==> config.mk <==
export PLATFORM = sky130hd
export DESIGN_NAME = gpr_wb_ctrl
export DESIGN_NICKNAME = d
export VERILOG_FILES = /design/src/rtl/gpr_wb_ctrl.sv
export SDC_FILE = /design/constraint.sdc
export NUM_CORES = 1
export LEC_CHECK = 0
export CELL_PAD_IN_SITES_DETAIL_PLACEMENT = 2
export CELL_PAD_IN_SITES_GLOBAL_PLACEMENT = 2
export CORE_UTILIZATION = 38
export CTS_CLUSTER_DIAMETER = 30
export DETAILED_ROUTE_END_ITERATION = 16
export DONT_BUFFER_PORTS = 1
export PLACE_DENSITY_LB_ADDON = 0.05
export REMOVE_ABC_BUFFERS = 1
export SLEW_MARGIN = 20
export SYNTH_ARGS = -nofsm -noshare
export SYNTH_HDL_FRONTEND = slang
export SYNTH_SLANG_ARGS = --single-unit
export TNS_END_PERCENT = 30
==> constraint.sdc <==
create_clock -name clk -period 8.9 [get_ports clk]
set_clock_uncertainty 0.05 [all_clocks]
set_input_delay 1.78 -clock clk [delete_from_list [all_inputs] [get_ports clk]]
set_output_delay 1.78 -clock clk [all_outputs]
set_load 0.005 [all_outputs]
==> src/rtl/gpr_wb_ctrl.sv <==
// Write-back controller and long-latency scoreboard for the integer register file.
// Merges LSU and mul/div results onto one write port and stalls issue on hazards.
module gpr_wb_ctrl #(
  parameter int MD_DEPTH   = 2,
  parameter int STARVE_MAX = 4
) (
  input  logic        clk,
  input  logic        rst_n,
  input  logic        flush,
  input  logic        id_issue_valid,
  input  logic        id_issue_long,
  input  logic        id_issue_wen,
  input  logic [4:0]  id_issue_rd,
  input  logic [4:0]  id_rs1,
  input  logic [4:0]  id_rs2,
  output logic        id_stall,
  input  logic        LS_WB_reg_ls_valid,
  input  logic        LS_WB_reg_trap_valid,
  input  logic        LS_WB_reg_dest_wen,
  input  logic [4:0]  LS_WB_reg_rd,
  input  logic [63:0] write_data,
  input  logic        md_wb_valid,
  input  logic [4:0]  md_wb_rd,
  input  logic [63:0] md_wb_data,
  output logic        md_wb_ready,
  output logic        lsu_hold,
  output logic        gpr_wen,
  output logic [4:0]  gpr_rd,
  output logic [63:0] gpr_wdata
);

  localparam logic [2:0] DEPTH = 3'(MD_DEPTH);
  localparam logic [3:0] SMAX  = 4'(STARVE_MAX);

  logic        lsu_wr;
  logic        md_acc;
  logic        issue_fire;
  logic        cnt_inc;
  logic        cnt_dec;
  logic [31:1] busy;
  logic [31:1] busy_nxt;
  logic [2:0]  out_cnt;
  logic [2:0]  out_cnt_nxt;
  logic [3:0]  wait_cnt;
  logic [3:0]  wait_cnt_nxt;
  logic        lsu_hold_nxt;

  function automatic logic [3:0] sat_inc(input logic [3:0] v);
    return (v >= SMAX) ? SMAX : v + 4'd1;
  endfunction

  // x0 has no scoreboard bit and is never busy.
  function automatic logic reg_busy(input logic [31:1] b, input logic [4:0] r);
    if (r == 5'd0) return 1'b0;
    return b[r];
  endfunction

  always_comb begin
    lsu_wr      = LS_WB_reg_ls_valid & ~LS_WB_reg_trap_valid &
                  LS_WB_reg_dest_wen & (LS_WB_reg_rd != 5'd0);
    md_wb_ready = ~lsu_wr & ~flush;
    md_acc      = md_wb_valid & md_wb_ready;
  end

  always_comb begin
    gpr_wen   = 1'b0;
    gpr_rd    = 5'd0;
    gpr_wdata = 64'd0;
    if (lsu_wr) begin
      gpr_wen   = 1'b1;
      gpr_rd    = LS_WB_reg_rd;
      gpr_wdata = write_data;
    end else if (md_acc && (md_wb_rd != 5'd0)) begin
      gpr_wen   = 1'b1;
      gpr_rd    = md_wb_rd;
      gpr_wdata = md_wb_data;
    end
  end

  // Stall decision looks only at registered state; a result accepted this
  // cycle releases its consumers one cycle later.
  always_comb begin
    id_stall = id_issue_valid &
               (reg_busy(busy, id_rs1) |
                reg_busy(busy, id_rs2) |
                (id_issue_wen & reg_busy(busy, id_issue_rd)) |
                (id_issue_long & (out_cnt == DEPTH)));
    issue_fire = id_issue_valid & ~id_stall & ~flush;
    cnt_inc    = issue_fire & id_issue_long;
    cnt_dec    = md_acc;
  end

  always_comb begin
    busy_nxt    = busy;
    out_cnt_nxt = out_cnt;
    if (md_acc && (md_wb_rd != 5'd0))
      busy_nxt[md_wb_rd] = 1'b0;
    // Applied after the clear so a same-register set takes precedence.
    if (cnt_inc && id_issue_wen && (id_issue_rd != 5'd0))
      busy_nxt[id_issue_rd] = 1'b1;
    case ({cnt_inc, cnt_dec})
      2'b10:   out_cnt_nxt = out_cnt + 3'd1;
      2'b01:   out_cnt_nxt = (out_cnt != 3'd0) ? out_cnt - 3'd1 : 3'd0;
      default: out_cnt_nxt = out_cnt;
    endcase
    if (flush) begin
      busy_nxt    = '0;
      out_cnt_nxt = 3'd0;
    end
  end

  always_comb begin
    wait_cnt_nxt = 4'd0;
    lsu_hold_nxt = 1'b0;
    if (!(flush || md_acc || !md_wb_valid))
      wait_cnt_nxt = sat_inc(wait_cnt);
    if (!flush)
      lsu_hold_nxt = (wait_cnt == SMAX);
  end

  always_ff @(posedge clk or negedge rst_n) begin
    if (!rst_n) begin
      busy     <= '0;
      out_cnt  <= 3'd0;
      wait_cnt <= 4'd0;
      lsu_hold <= 1'b0;
    end else begin
      busy     <= busy_nxt;
      out_cnt  <= out_cnt_nxt;
      wait_cnt <= wait_cnt_nxt;
      lsu_hold <= lsu_hold_nxt;
    end
  end

endmodule
Yosys cells after proc, flatten, opt, wreduce, memory -nomap -nowiden
Cells that the tools add are included.

Register bits after elaboration: 39. Bits of input ports: 163. Output and inout port bits: 73. Logic and storage cells: 89.

Add/subtract/negate cells: 3. Magnitude comparators: 7. Equal/unequal tests: 4. Multiplexer cells: 34. Bitwise logic cells: 21. Reductions and logical operators: 16.

Operators with widths (count): $mux W64 (2); $mux W31 (3); $and A31 B31 Y31 (1); $not A31 Y31 (1); $or A31 B31 Y31 (1); $lt A5 B6 Y1 const B (4); $mux W1 (17); $bmux W1 S5 (3); $logic_not A5 Y1 (3); $reduce_bool A5 Y1 (3); $and A1 B1 Y1 (11); $demux W1 S5 (2); $ge A5 B1 Y1 const B (2); $mux W5 (2); $mux W4 (2); $mux W3 (2); $pmux W3 S2 (1); $reduce_bool A3 Y1 (2); $logic_and A1 B1 Y1 (5); $add A4 B1 Y4 const B (1); $eq A4 B3 Y1 const B (1); $ge A4 B3 Y1 const B (1); $not A1 Y1 (4); $add A3 B1 Y3 const B (1); other kinds (7) (10).

Depth between registers and ports, before layout
Depth after elaboration: 15. Gate-level depth with buffers: 10. Mapped depth without buffers: 7.

Least setup slack after synthesis
Ideal clock, no wire load.

Path type: input-to-output. From: input port LS_WB_reg_rd[2]. To: output port gpr_wdata[33]. Arrival time: 3.919 ns. Required time: 7.070 ns. Path slack: 3.151 ns. Stages on the path: 9. Buffers on the path: 4. Cell sequence: or4_1 o21a_1 clkbuf_1 nand2b_1 clkbuf_1 a21oi_1 clkbuf_1 buf_1 a22o_1.

Longest elaborated chain between the ends: 8.

RTL lines: start: declaration (RTL line 20) `input logic [4:0] LS_WB_reg_rd,`; $reduce_bool A5 Y1 * (RTL line 60) `LS_WB_reg_dest_wen & (LS_WB_reg_rd != 5'd0);`; $and A1 B1 Y1 * (RTL line 60); $not A1 Y1 (RTL line 61) `md_wb_ready = ~lsu_wr & ~flush;`; $and A1 B1 Y1 (RTL line 61); $and A1 B1 Y1 (RTL line 62) `md_acc = md_wb_valid & md_wb_ready;`; $logic_and A1 B1 Y1 (RTL line 73) `end else if (md_acc && (md_wb_rd != 5'd0)) begin`; $mux W64 (RTL line 73); $mux W64 * (RTL line 69) `if (lsu_wr) begin`; end: declaration (RTL line 29) `output logic [63:0] gpr_wdata`.

Every way passes the cells marked *; elsewhere a longest branch is shown, timed or not.

Worst setup path after layout
Same ends and word-level chain as after synthesis.

==> impl_metrics.tcl <==
set metrics [dict create \
    nFillCells 1063 \
    cts_buffers 5 \
    rsz0062_at_grt "false" \
    rows 36 \
    clkSinkCount 39 \
    drcViolationCount 0 \
    path_buf_inv 2 \
    finalSetupViolations 0 \
    ff2ff_setup_slack_ns 5.61 \
    path_delay_family "compound AO/OA/AOI/OAI gates" \
    area_growth_pct 3.565 \
    r2r_start "busy[22]" \
    start_kind "input port" \
    die_area_um2 10660 \
    grt_pass1_wl_um 24110 \
    dr.pass1.iters 4 \
    cts_hold_buf 0 \
    clockBufferDepth 2 \
    synthFlopType "dfrtp_1" \
    clock-root-buffer "clkbuf_8" \
    vias_per_cell 7.127 \
    htree_levels 2 \
    synth_top_cells_by_count "a22o_1 (69), dfrtp_1 (39), clkbuf_1 (27), nor2b_1 (26), o21ai_0 (23)" \
    yosysMostFrequentCell "a22o_1" \
    timing.final.crit_period_ns 6.674 \
    leakagePower_nw 1.586 \
    place_ws_ns 2.304 \
    cts_setup_buffers 0 \
    hpwlAfterDp_um 13060 \
    ys_types 56 \
    slew_violations 0 \
    cts.clk_slew.worst_paths_ns 0.08 \
    die_w_um 103.3 \
    ir_drop_uv 57.38 \
    dr_total_vias 3635 \
    core_area_um2 9864 \
    numPlacedInstances 501 \
    crit_required_ns 7.07 \
    grt_pass1_vias 3558 \
    layout.nets 545 \
    avgSynthCellArea_um2 9.620 \
    hold_viol 0 \
    worstPathCellList "or4_1 -> o21a_2 -> buf_4 -> nand2b_1 -> a21oi_4 -> buf_4 -> a22o_1" \
    die_y_um 103.3 \
    wirelength_um 17080 \
    wl_per_cell_um 33.49 \
    antenna_found_initial 2 \
    worst_slack_ns 2.226 \
    initial_utilization_pct 39.50 \
    end_kind "output pin" \
    gp_congestion 0.8437 \
    arrival_ns 4.84 \
    holdCritPathClass "reg -> reg" \
    critical_path.max_stage_delay_ns 0.89 \
    cpMostUsedCell "buf_4" \
    clock_latency_ns 0.31 \
    critPathKind "in -> out" \
    fin_cells 510 \
    synth_top_area_share_pct 25.05 \
    grt_usage_pct 32.12 \
    drtIter0Drc 209 \
    slew_headroom_pct 30.47 \
    p_per_area_nw_per_um2 109.8 \
    yosysWarningCount 0 \
    portBuffers 0 \
    min_from "wait_cnt[0]" \
    fin_setup_tns_ns 0 \
    grt_overflow 0 \
    cap_violations 0 \
    ff2ff_path_depth 7 \
    max_freq_ghz 0.1498 \
    synth-seq-cells 39 \
    synth_area_um2 3896 \
    status "completed" \
    reg2reg_to "busy[21]" \
    hold_depth 1 \
    yosysTopAreaCell "dfrtp_1" \
    cts_resized 0 \
    synth.area.top_cells "dfrtp_1 (25%), a22o_1 (16%), mux4_2 (9.8%)" \
    drive_gt1_share_pct 15.69 \
    grt_max_degree 73 \
    syn_inst 405 \
    hold_end "wait_cnt[0]" \
    synth_seq_area_share_pct 25.05 \
    io_pins 236 \
    finalCritPeriodShare_pct 74.98 \
    crit_fanout 72 \
    ant_nets 0 \
    crit_slowest_cell "a21oi_4" \
    tightest_slew_ns 1.041 \
    async_flop_share_pct 100.0 \
    fin_util_pct 40.91 \
    p_total_uw 443.0 \
    synth_edf_count 0 \
    cts_tree "done" \
]
[where the power goes]
part           internal [mW]  switching, mW  total [mW]
clock network          0.112         0.0717       0.184
logic                 0.0323         0.0455      0.0778
registers              0.179        0.00257       0.181
total                  0.323          0.120       0.443
[stage by stage]
stage | cell area [um2] | hold slack, ns
2_1_floorplan | 3699 | 0.3875
3_3_place_gp | 3900 | 0.4174
3_5_place_dp | 3900 | 0.4269
4_1_cts | 4033 | 0.4380
5_1_grt | 4033 | 0.4753
6_report | 4035 | 0.4316
[cells by family after synthesis]
kind of cell	synth area share (%)
xor gates and xnor gates	0.2248
other	0.09625
DFF	25.05
AOI/OAI and AO/OA	33.78
and+or+nand+nor	19.08
muxes	13.49
buffers and inverters	6.037
adders and majority gates	2.248
[sequential cells by signal (all words and copies together) (netlist names)]
name / flops
busy: 31
wait_cnt: 4
out_cnt: 3
lsu_hold: 1
[cell usage in the layout (no fill, tap or decap), types with 11 or more instances in the layout]
cell type / Yosys / final
a22o_1: 69 / 69
dfrtp_1: 39 / 39
mux2i_1: 12 / 12
mux4_2: 17 / 17
nand2_1: 20 / 20
nand3b_1: 19 / 19
nor2_1: 11 / 11
nor2b_1: 26 / 26
o21ai_0: 23 / 23
o31ai_1: 14 / 14
o41ai_2: 14 / 14
[layer usage]
| metal | vias up | share of wire (%) | global-route usage, % |
|---|---|---|---|
| li1 | 1544 | - | - |
| met5 | - | 0.047 | 0 |
| met2 | 174 | 44 | 46.26 |
| met3 | 16 | 8.1 | 8.871 |
| met4 | 2 | 1.3 | 7.584 |
| met1 | 1899 | 46 | 47.49 |
[worst max path at each step]
| stage | from | to | slack (ns) | depth (start not counted) |
|---|---|---|---|---|
| floorplan | LS_WB_reg_rd[2] | gpr_wen | 0.70 | 5 |
| global placement | LS_WB_reg_rd[2] | gpr_wdata[33] | 2.43 | 7 |
| detailed placement | LS_WB_reg_rd[2] | gpr_wdata[38] | 2.30 | 7 |
| CTS | LS_WB_reg_rd[2] | gpr_wdata[38] | 2.28 | 7 |
| global route | LS_WB_reg_rd[2] | gpr_wdata[28] | 2.05 | 7 |
| finish | LS_WB_reg_rd[2] | gpr_wdata[33] | 2.23 | 7 |
[area by class of cell]
| type | count | area, um2 | share of cell area (%) |
|---|---|---|---|
| clock inverter | 2 | 60.06 | 1.488 |
| clock buffer | 6 | 72.57 | 1.798 |
| tap | 133 | 166.4 | 4.124 |
| sequential | 39 | 975.9 | 24.19 |
| inverter | 10 | 37.54 | 0.9302 |
| multi-input combinational | 316 | 2698 | 66.85 |
| antenna | 1 | 2.502 | 0.06202 |
| timing repair buffer | 3 | 22.52 | 0.5581 |
(Power assumes the default switching activity.)
